==> src/rtl/npi_rd_engine.sv <==
// npi_rd_engine
//   Read-only NPI master. Accepts one read request at a time (byte address plus
//   NPI Size code 0..4), issues a single address phase to the MPMC, then pops the
//   MPMC read FIFO into a small output buffer. The buffer is drained as a beat
//   stream with backpressure.
//
// Ports
//   Clk, Rst           : single clock; asynchronous active-high reset
//   req_valid/ready    : request handshake (req_addr, req_size)
//   req_err            : one-cycle pulse when an accepted request is illegal
//   rd_data/valid/ready/last : output beat stream, rd_last on the final beat
//   busy               : state is not IDLE
//   PIM_*              : NPI master side (address phase, read FIFO, init status)
module npi_rd_engine #(
  parameter int C_PIM_DATA_WIDTH = 64,
  parameter int C_BUF_DEPTH      = 4
) (
  input  logic                        Clk,
  input  logic                        Rst,
  input  logic                        req_valid,
  output logic                        req_ready,
  input  logic [31:0]                 req_addr,
  input  logic [2:0]                  req_size,
  output logic                        req_err,
  output logic [C_PIM_DATA_WIDTH-1:0] rd_data,
  output logic                        rd_valid,
  input  logic                        rd_ready,
  output logic                        rd_last,
  output logic                        busy,
  output logic [31:0]                 PIM_Addr,
  output logic                        PIM_AddrReq,
  input  logic                        PIM_AddrAck,
  output logic                        PIM_RNW,
  output logic [3:0]                  PIM_Size,
  output logic                        PIM_RdModWr,
  input  logic [C_PIM_DATA_WIDTH-1:0] PIM_RdFIFO_Data,
  output logic                        PIM_RdFIFO_Pop,
  input  logic                        PIM_RdFIFO_Empty,
  input  logic [1:0]                  PIM_RdFIFO_Latency,
  output logic                        PIM_RdFIFO_Flush,
  input  logic                        PIM_InitDone
);

  localparam logic [1:0] S_FLUSH = 2'd0;
  localparam logic [1:0] S_IDLE  = 2'd1;
  localparam logic [1:0] S_ADDR  = 2'd2;
  localparam logic [1:0] S_DATA  = 2'd3;

  localparam int PW = $clog2(C_BUF_DEPTH);
  localparam int CW = $clog2(C_BUF_DEPTH + 1);
  localparam logic [PW-1:0] LAST_IDX = PW'(C_BUF_DEPTH - 1);
  localparam logic [CW+1:0] DEPTH_V  = (CW+2)'(C_BUF_DEPTH);

  function automatic logic [4:0] beatsOf(input logic [2:0] size);
    beatsOf = 5'd1 << size;
  endfunction

  // The MPMC encoding has no latency 3; treat it as the longest real one.
  function automatic logic [1:0] satLatency(input logic [1:0] lat);
    satLatency = (lat == 2'd3) ? 2'd2 : lat;
  endfunction

  // Legal when the size code is 0..4 and the address is aligned to the burst.
  function automatic logic reqLegal(input logic [31:0] addr, input logic [2:0] size);
    logic [31:0] mask;
    mask     = ({27'd0, beatsOf(size)} << 3) - 32'd1;
    reqLegal = (size <= 3'd4) && ((addr & mask) == 32'd0);
  endfunction

  function automatic logic [PW-1:0] nextPtr(input logic [PW-1:0] p);
    nextPtr = (p == LAST_IDX) ? '0 : p + 1'b1;
  endfunction

  logic [1:0]                  state;
  logic [31:0]                 addrReg;
  logic [2:0]                  sizeReg;
  logic [1:0]                  latency;
  logic [4:0]                  popsLeft;
  logic [4:0]                  readsLeft;
  logic                        popVld_p1;
  logic                        popVld_p2;
  logic [PW-1:0]               wrPtr;
  logic [PW-1:0]               rdPtr;
  logic [CW-1:0]               occupancy;
  logic [C_PIM_DATA_WIDTH-1:0] mem [C_BUF_DEPTH];

  logic          accept;
  logic          legal;
  logic [1:0]    inFlight;
  logic [CW+1:0] committed;
  logic          bufWr;
  logic          bufRd;

  assign accept = req_valid && req_ready;
  assign legal  = reqLegal(req_addr, req_size);

  // Rst gates the two outputs that would otherwise reflect the FLUSH reset state.
  assign req_ready        = (state == S_IDLE) && PIM_InitDone;
  assign req_err          = accept && !legal;
  assign busy             = (state != S_IDLE) && !Rst;
  assign PIM_RdFIFO_Flush = (state == S_FLUSH) && !Rst;
  assign PIM_AddrReq      = (state == S_ADDR);
  assign PIM_Addr         = addrReg;
  assign PIM_Size         = {1'b0, sizeReg};
  assign PIM_RNW          = 1'b1;
  assign PIM_RdModWr      = 1'b0;

  // Pops already issued whose data has not yet landed in the buffer.
  always_comb begin
    inFlight = 2'd0;
    case (latency)
      2'd0:    inFlight = 2'd0;
      2'd1:    inFlight = {1'b0, popVld_p1};
      default: inFlight = {1'b0, popVld_p1} + {1'b0, popVld_p2};
    endcase
  end

  // A pop is only issued if its data is guaranteed a buffer slot on arrival.
  assign committed      = {2'b00, occupancy} + {{CW{1'b0}}, inFlight};
  assign PIM_RdFIFO_Pop = (state == S_DATA) && !PIM_RdFIFO_Empty &&
                          (popsLeft != 5'd0) && (committed < DEPTH_V);

  always_comb begin
    bufWr = 1'b0;
    case (latency)
      2'd0:    bufWr = PIM_RdFIFO_Pop;
      2'd1:    bufWr = popVld_p1;
      default: bufWr = popVld_p2;
    endcase
  end

  assign bufRd    = rd_valid && rd_ready;
  assign rd_valid = (occupancy != '0);
  assign rd_data  = mem[rdPtr];
  assign rd_last  = rd_valid && (readsLeft == 5'd1);

  // Stage p0 -> p1 -> p2: pop issue delayed to match the MPMC read latency.
  always_ff @(posedge Clk or posedge Rst) begin
    if (Rst) begin
      popVld_p1 <= 1'b0;
      popVld_p2 <= 1'b0;
    end else begin
      popVld_p1 <= PIM_RdFIFO_Pop;
      popVld_p2 <= popVld_p1;
    end
  end

  // Buffer write stage: FIFO data lands here at pop + latency.
  always_ff @(posedge Clk) begin
    if (bufWr) mem[wrPtr] <= PIM_RdFIFO_Data;
  end

  always_ff @(posedge Clk or posedge Rst) begin
    if (Rst) begin
      wrPtr     <= '0;
      rdPtr     <= '0;
      occupancy <= '0;
    end else begin
      if (bufWr) wrPtr <= nextPtr(wrPtr);
      if (bufRd) rdPtr <= nextPtr(rdPtr);
      case ({bufWr, bufRd})
        2'b10:   occupancy <= occupancy + 1'b1;
        2'b01:   occupancy <= occupancy - 1'b1;
        default: occupancy <= occupancy;
      endcase
    end
  end

  always_ff @(posedge Clk or posedge Rst) begin
    if (Rst) begin
      state     <= S_FLUSH;
      addrReg   <= '0;
      sizeReg   <= '0;
      latency   <= '0;
      popsLeft  <= '0;
      readsLeft <= '0;
    end else begin
      case (state)
        S_FLUSH: state <= S_IDLE;
        S_IDLE: begin
          if (accept && legal) begin
            state     <= S_ADDR;
            addrReg   <= req_addr;
            sizeReg   <= req_size;
            latency   <= satLatency(PIM_RdFIFO_Latency);
            popsLeft  <= beatsOf(req_size);
            readsLeft <= beatsOf(req_size);
          end
        end
        S_ADDR: begin
          if (PIM_AddrAck) state <= S_DATA;
        end
        default: begin
          if (PIM_RdFIFO_Pop) popsLeft <= popsLeft - 5'd1;
          if (bufRd) readsLeft <= readsLeft - 5'd1;
          if (bufRd && rd_last) state <= S_IDLE;
        end
      endcase
    end
  end

endmodule

==> config.mk <==
export PLATFORM = sky130hd
export DESIGN_NAME = npi_rd_engine
export DESIGN_NICKNAME = d
export VERILOG_FILES = /design/src/rtl/npi_rd_engine.sv
export SDC_FILE = /design/constraint.sdc
export NUM_CORES = 1
export LEC_CHECK = 0
export BUFFER_PORTS_ARGS = -buffer_cell sky130_fd_sc_hd__buf_2
export CAP_MARGIN = 25
export CORE_MARGIN = 4
export CORE_UTILIZATION = 56
export DETAILED_ROUTE_END_ITERATION = 16
export HOLD_SLACK_MARGIN = 0.1
export PLACE_DENSITY = 0.81
export SYNTH_ARGS = -nofsm -noshare
export SYNTH_HDL_FRONTEND = slang
export SYNTH_SLANG_ARGS = --single-unit
==> constraint.sdc <==
create_clock -name Clk -period 6.95 [get_ports Clk]
set_clock_uncertainty 0.15 [all_clocks]
set_input_delay 1.39 -clock Clk [delete_from_list [all_inputs] [get_ports Clk]]
set_output_delay 1.39 -clock Clk [all_outputs]
set_load 0.02 [all_outputs]
==> results of run 1 <==
## final cells by class
type / count / area share
Sequential cell: 314 / 0.619
Multi-Input combinational cell: 241 / 0.198
Timing Repair Buffer: 223 / 0.0793
Clock buffer: 31 / 0.0525
Tap cell: 275 / 0.0233
Clock inverter: 26 / 0.0231
Inverter: 16 / 0.00407
Antenna cell: 3 / 0.000508
## routing by layer
layer  up-vias  track usage  wire length [um]
met2       303        0.356             12900
met1      3245        0.272              9530
met3        34       0.0472              2260
met4         4       0.0442               454
met5         -            0                14
li1       2830            -                 -
## worst register-to-register path: cells and delay by family, from the launching register on
kind	cells	cell delay, ps
simple gates	3	1190
buf+inv	1	630
compound gates	2	460
flops	1	410
fa+ha+maj	2	400
mux	1	180
## sequential cells by signal, summed over array words and instances, names as in the netlist
register / count
readsLeft: 5
sizeReg: 3
PIM_Addr: 32
popVld_p2: 1
occupancy: 3
popsLeft: 5
rdPtr: 2
state: 2
latency: 2
popVld_p1: 1
mem: 256
wrPtr: 2
## synthesized netlist by cell type, types with 4 or more instances
| cell type | n |
|---|---|
| a21oi_1 | 4 |
| and2_1 | 5 |
| buf_2 | 6 |
| buf_4 | 4 |
| buf_6 | 5 |
| clkbuf_1 | 5 |
| dfrtp_1 | 58 |
| edfxtp_1 | 256 |
| ha_1 | 17 |
| inv_1 | 16 |
| mux2_2 | 38 |
| mux2i_1 | 5 |
| mux4_2 | 64 |
| nand2_1 | 22 |
| nand3b_1 | 4 |
| nor2_1 | 14 |
| nor2b_1 | 7 |
| nor3_1 | 7 |
| o21ai_0 | 7 |
| xor2_1 | 5 |
## worst paths after layout
path	end	cells past startpoint	slack, ps
setup / recovery	rd_data[62]	3	2520
hold / removal	popVld_p2$_DFF_PP0_	0	290
setup reg to reg	mem[1][1]$_DFFE_PP_	9	3130
hold reg to reg	popVld_p2$_DFF_PP0_	0	290
max in group asynchronous	rdPtr[0]$_DFFE_PP0P_	3	5160
min in group asynchronous	sizeReg[2]$_DFFE_PP0P_	3	930
## power by group through the flow
stage                     clock network, mW  logic [mW]  registers [mW]
after global routing                   1.91        1.83            2.43
after global placement                    0        1.66            2.42
after CTS                              1.83        1.72            2.41
final                                  1.79        1.70            2.40
after floorplan                           0        1.23            2.39
after detailed placement                  0        1.71            2.44
## logic make-up (layout without fill, tap and decap cells)
group           after synthesis  count (layout)  share of synthesized area
xor+xnor                      6               6                    0.00428
other cells                   2               6                   0.000612
fa+ha+maj                    18              18                     0.0190
mux                         110             110                      0.160
simple gates                 75              75                     0.0319
buf+inv                      41             296                     0.0196
flops                       314             314                      0.744
compound gates               29              29                     0.0199
==> reports/results.ini, run 1 <==
[status]
outcome=finished clean

[sta]
worst_pin_slew_ps=917
fin_crit_ps=4430
hold_ws_ps=286
fin_crit_sh=0.637
rsz0062_at_grt=no
final-setup-viol-count=0
hold_violations=0
setup_slack_ps=2520
slew_viol_final=0
fmax_mhz=226
tns_ps=0
slew_headroom=0.389

[worst_hold_path]
hold_path.class=register to register
hp-start=popVld_p1$_DFF_PP0_

[final_layout]
drive_above_1_share=0.468
area_growth_pct=20.4
final_cell_mix=edfxtp_1, buf_2, mux4_2, dfrtp_1, mux2_2
multi_input_area_um2=2930
layout.cells.non_filler=1129
register_area_um2=9140
design_area_um2=14800
layout_commonest_cell=edfxtp_1
fill_cells=1301
layout.nets=953
fin_util=0.694

[cts]
cts-root-buf=clkbuf_16
clock_latency_ps=550
htree_levels=1
cts_hold_buf=0
cts_buffer_depth=3
clkTransAtPathRegs_ps=60
cts.sinks=314
cts_buffers=31
cts_tree=built
cts_resized=0
post_cts_buffers=0

[pwr]
p_sw_mw=1.81
leakage_nw=5.67
fin_total_pwr_mw=5.89
switching_share=0.307
p_int_mw=4.09
peakVddDrop_v=0.000213
p_seq_frac=0.407
power.density_nw_per_um2=399
p_clk_frac=0.304
p_comb_frac=0.288

[drt]
drc=0
vias=6416
first_iter_violations=363
first_pass_iters=5
wirelength_mm=25.2
antenna_left=0
routed_via_density=5.68
routedWlPerCell_um=22.3

[job]
drv_cap=0

[yosys]
async_flop_share=0.185
ys.flop_type=edfxtp_1
yosysUniqueCellTypes=54
yosysTopAreaCellShare=0.626
syn_avg_cell_area_um2=20.6
yosysSeqAreaShare=0.744
synth_area_um2=12300
yosys_register_bits=314
yosys_warnings=0
synth_edf_count=256
synth_cells=595
yosys.area.top_type=edfxtp_1
synth.area.top_cells=edfxtp_1, dfrtp_1, mux4_2

[floorplanning]
core_um2=21300
die_x_um=156
row_count=53
io_pins=218
start_util=0.577
dieArea_um2=24400
die_y_um=156

[worst_setup_path]
start_kind=register
timing.rr.start=popVld_p1$_DFF_PP0_
crit_buf_inv=2
cp_top_family=buffers and inverters
setup.worst_path.end_class=primary output
critPathLaunch=rdPtr[0]$_DFFE_PP0P_
crit_required_ps=5410
cpMaxStageDelayCell=buf_4
slowest_delay_ps=800
arrival_ps=2890
worstPathCellList=buf_4 > mux4_2 > buf_2
crit_type=register to primary output
cp_max_fo=47

[global_route]
grt_usage=0.206
antenna_found_initial=3
grt_pass1_vias=6984
gr-total-overflow=0
grt_max_degree=59
grt_pass1_wl_mm=39.2

[placement]
placed_cells=1068
placed_area_um2=13600
io_buffers=214
place_ws_ps=2420
hpwl_mm=16.3
gp_congestion=0.896

(Power assumes the default switching activity.)
==> run 2: changes to the inputs <==
==> constraint.sdc (replaced) <==
create_clock -name Clk -period 4.1 [get_ports Clk]
set_clock_uncertainty 0.15 [all_clocks]
set_input_delay 0.82 -clock Clk [delete_from_list [all_inputs] [get_ports Clk]]
set_output_delay 0.82 -clock Clk [all_outputs]
set_load 0.02 [all_outputs]
==> run 2 against run 1 <==
  * Clock power grew 44%
  * Critical endpoint is now PIM_RdFIFO_Pop
  * First-iteration DRC count grew 1.4%
  * Register-to-register slack lost 2100 ps
  * Largest cell class unchanged
  * Count of clock-buffer cells in the layout grew 4
  * Sequential power grew 72%
==> reports/results.ini, run 2 (synthesized netlist as in run 1, its figures left out) <==
[status]
outcome=finished clean

[cts]
cts_buffers=30
cts_hold_buf=0
cts_tree=built
clock_latency_ps=530
cts-root-buf=clkbuf_16
clkTransAtPathRegs_ps=60
htree_levels=1
post_cts_buffers=0
cts_buffer_depth=3
cts_resized=0
cts.sinks=314

[global_route]
grt_pass1_wl_mm=37.7
grt_usage=0.197
grt_pass1_vias=6897
gr-total-overflow=0
antenna_found_initial=3
grt_max_degree=65

[pwr]
leakage_nw=5.61
peakVddDrop_v=0.000324
fin_total_pwr_mw=9.56
power.density_nw_per_um2=653

[final_layout]
area_growth_pct=19.2
multi_input_area_um2=2930
design_area_um2=14600
layout.nets=954
layout.cells.non_filler=1128
final_cell_mix=edfxtp_1, buf_2, mux4_2, dfrtp_1, mux2_2
register_area_um2=9140
largest_register_ff_count=256
drive_above_1_share=0.458
fin_util=0.688
top_register=mem
fill_cells=1330
layout_commonest_cell=edfxtp_1

[floorplanning]
dieArea_um2=24400
core_um2=21300
die_x_um=156
start_util=0.577
io_pins=218
die_y_um=156
row_count=53

[drt]
wirelength_mm=23.9
first_pass_iters=5
first_iter_violations=368
antenna_left=0
vias=6360
routed_via_density=5.64
drc=0
routedWlPerCell_um=21.2

[sta]
hold_ws_ps=139
slew_viol_final=0
fin_crit_sh=0.888
tns_ps=0
worst_pin_slew_ps=782
slew_headroom=0.479
setup_slack_ps=458
rsz0062_at_grt=no
final-setup-viol-count=0
hold_violations=0
fmax_mhz=275
fin_crit_ps=3640

[worst_setup_path]
cp_top_family=simple AND/OR/NAND/NOR gates
slowest_delay_ps=410
crit_type=register to primary output
start_kind=register
timing.rr.start=popVld_p1$_DFF_PP0_
cpMaxStageDelayCell=dfrtp_1
worstPathCellList=ha_1 > and2_1 > ha_1 > nor4b_1 > o41ai_2 > nor2_1 > buf_2
r2r_setup_slack_ps=1000
setup.worst_path.end_class=primary output
rr_worst_depth=9
timing.rr.end=mem[1][25]$_DFFE_PP_
cp_max_fo=8
crit_buf_inv=1
crit_required_ps=3130
arrival_ps=2670
crit_path_frequent_cell=ha_1

[placement]
io_buffers=214
hpwl_mm=15.7
placed_area_um2=13700
place_ws_ps=986
gp_congestion=0.880
placed_cells=1071

[worst_hold_path]
hold_path.class=input port to async pin

[job]
drv_cap=0

run 2: changes by cell type in the layout (fill, tap and decap cells not counted), moves of 2 or more:
cell,change
buf_12,+4
clkinv_1,+5
inv_6,-2
bufinv_16,-6
clkbuf_1,+4
diode_2,-2
run 2: worst max path at each step:
| stage | start | endpoint | slack, ps | cells after the start |
|---|---|---|---|---|
| floorplan | popVld_p1$_DFF_PP0_ | mem[0][0]$_DFFE_PP_ | -1080 | 8 |
| global placement | PIM_RdFIFO_Empty | mem[0][33]$_DFFE_PP_ | 1070 | 7 |
| detailed placement | PIM_RdFIFO_Empty | mem[1][0]$_DFFE_PP_ | 990 | 7 |
| CTS | popVld_p1$_DFF_PP0_ | PIM_RdFIFO_Pop | 470 | 7 |
| global route | popVld_p1$_DFF_PP0_ | PIM_RdFIFO_Pop | 280 | 7 |
| finish | popVld_p1$_DFF_PP0_ | PIM_RdFIFO_Pop | 460 | 7 |
run 2: cell type report:
type                    count  area share
repair buffers            225      0.0831
clock inverters            21      0.0102
inverters                  16     0.00410
well taps                 275      0.0235
clock buffers              35      0.0540
flip-flops and latches    314       0.625
diodes                      1    0.000171
multi-input cells         241       0.200
run 2: report_power, final:
| part | internal [mW] | switching (mW) |
|---|---|---|
| clock network | 1.50 | 1.08 |
| logic | 1.27 | 1.58 |
| registers | 3.80 | 0.324 |
| total | 6.57 | 2.99 |
run 2: layer usage:
metal	wire, um	vias up	track usage	share of wire
li1	-	2839	-	-
met2	12300	254	0.342	0.52
met5	34	-	0	0.0014
met1	9120	3220	0.259	0.38
met4	342	6	0.0375	0.014
met3	2070	41	0.0485	0.087
==> run 3: changes to the inputs <==
--- a/config.mk
+++ b/config.mk
@@ -12,6 +12,7 @@
 export DETAILED_ROUTE_END_ITERATION = 16
 export HOLD_SLACK_MARGIN = 0.1
 export PLACE_DENSITY = 0.81
+export RECOVER_POWER = 25
 export SYNTH_ARGS = -nofsm -noshare
 export SYNTH_HDL_FRONTEND = slang
 export SYNTH_SLANG_ARGS = --single-unit
==> run 3 against run 2 <==
  * Die area unchanged
  * Critical endpoint unchanged
  * Count of clock-buffer cells in the layout stayed put
  * Total power down 0.11%
==> reports/results.ini, run 3 (synthesized netlist as in run 1, its figures left out) <==
[status]
outcome=finished clean

[placement]
placed_area_um2=13700
place_ws_ps=986
placed_cells=1071
hpwl_mm=15.7
io_buffers=214
gp_congestion=0.880

[global_route]
gr-total-overflow=0
antenna_found_initial=0
grt_max_degree=65
grt_pass1_vias=6897
grt_pass1_wl_mm=37.7
grt_usage=0.197

[worst_setup_path]
slowest_delay_ps=410
cp_max_fo=8
cpMaxStageDelayCell=dfrtp_1
setup.worst_path.end_class=primary output
start_kind=register
cp_top_family=simple AND/OR/NAND/NOR gates
crit_required_ps=3130
crit_path_frequent_cell=ha_1
timing.rr.start=popVld_p1$_DFF_PP0_
worstPathCellList=ha_1 > and2_1 > ha_1 > nor4b_1 > o41ai_2 > nor2_1 > buf_2
crit_buf_inv=1
critPathLaunch=popVld_p1$_DFF_PP0_
crit_type=register to primary output
arrival_ps=2650

[floorplanning]
die_x_um=156
dieArea_um2=24400
die_y_um=156
io_pins=218
start_util=0.577
core_um2=21300
row_count=53

[sta]
slew_viol_final=0
final-setup-viol-count=0
worst_pin_slew_ps=779
fin_crit_ps=3620
rsz0062_at_grt=no
fmax_mhz=276
slew_headroom=0.480
hold_violations=0
setup_slack_ps=478
fin_crit_sh=0.884

[final_layout]
drive_above_1_share=0.400
layout_commonest_cell=edfxtp_1
n_antenna_cell=0
final_cell_mix=edfxtp_1, buf_2, mux4_2, dfrtp_1, clkbuf_1
layout.cells.non_filler=1127
layout.nets=954
design_area_um2=14600
top_register=mem
area_growth_pct=18.7
largest_register_ff_count=256

[pwr]
power.density_nw_per_um2=655
peakVddDrop_v=0.000321
leakage_nw=5.47

[cts]
cts_resized=0
cts_hold_buf=0
clkTransAtPathRegs_ps=60
cts_buffers=30
cts_buffer_depth=3
htree_levels=1
cts-root-buf=clkbuf_16
cts.sinks=314
clock_latency_ps=530
post_cts_buffers=0
cts_tree=built

[drt]
routedWlPerCell_um=21.0
wirelength_mm=23.7
antenna_left=0
first_iter_violations=384
first_pass_iters=5
vias=6372
routed_via_density=5.65
drc=0

[worst_hold_path]
hold_path.class=input port to async pin

[job]
drv_cap=0

==> run 3: cell count changes in the layout (fill, tap and decap cells not counted) <==
cell / delta
clkbuf_1: +48
inv_2: -1
inv_1: +1
buf_2: -48
diode_2: -1
==> run 3: per-layer routing <==
layer  vias to the layer above  track usage  wire length (um)
met5                         -            0                 0
met4                         0       0.0375               361
met3                        40       0.0485              2150
met2                       268        0.342             12300
met1                      3228        0.259              8870
li1                       2836            -                 -
==> run 3: through the flow <==
step                utilization  power (mW)  hold WS (ps)  TNS [ps]
floorplan                     -        6.15           250   -276990
global placement          0.642        6.95           260         0
detailed placement        0.643        7.07           272         0
CTS                       0.687        9.67           140         0
global route              0.685        10.0           313         0
finish                    0.685        9.55           263         0
==> run 3: final timing paths <==
path	slack (ps)	cells past startpoint	endpoint
worst min register to register	290	0	popVld_p2$_DFF_PP0_
worst min-delay path	260	2	latency[1]$_DFFE_PP0P_
worst max register to register	1000	9	mem[0][20]$_DFFE_PP_
min in group Clk	290	0	popVld_p2$_DFF_PP0_
worst max-delay path	480	7	PIM_RdFIFO_Pop
max in group asynchronous	2880	3	PIM_Addr[17]$_DFFE_PP0P_
==> run 3: area by class of cell <==
| type | count | area [um2] |
|---|---|---|
| Clock inverter | 21 | 149 |
| Timing Repair Buffer | 225 | 1160 |
| Tap cell | 275 | 344 |
| Fill cell | 1346 | 6710 |
| Inverter | 16 | 60.1 |
| Clock buffer | 35 | 791 |
| Multi-Input combinational cell | 241 | 2930 |
| Sequential cell | 314 | 9140 |
==> run 3: power breakdown <==
group	internal (mW)	total, mW	switching [mW]
clock network	1.50	2.58	1.09
registers	3.80	4.13	0.324
logic	1.26	2.84	1.57
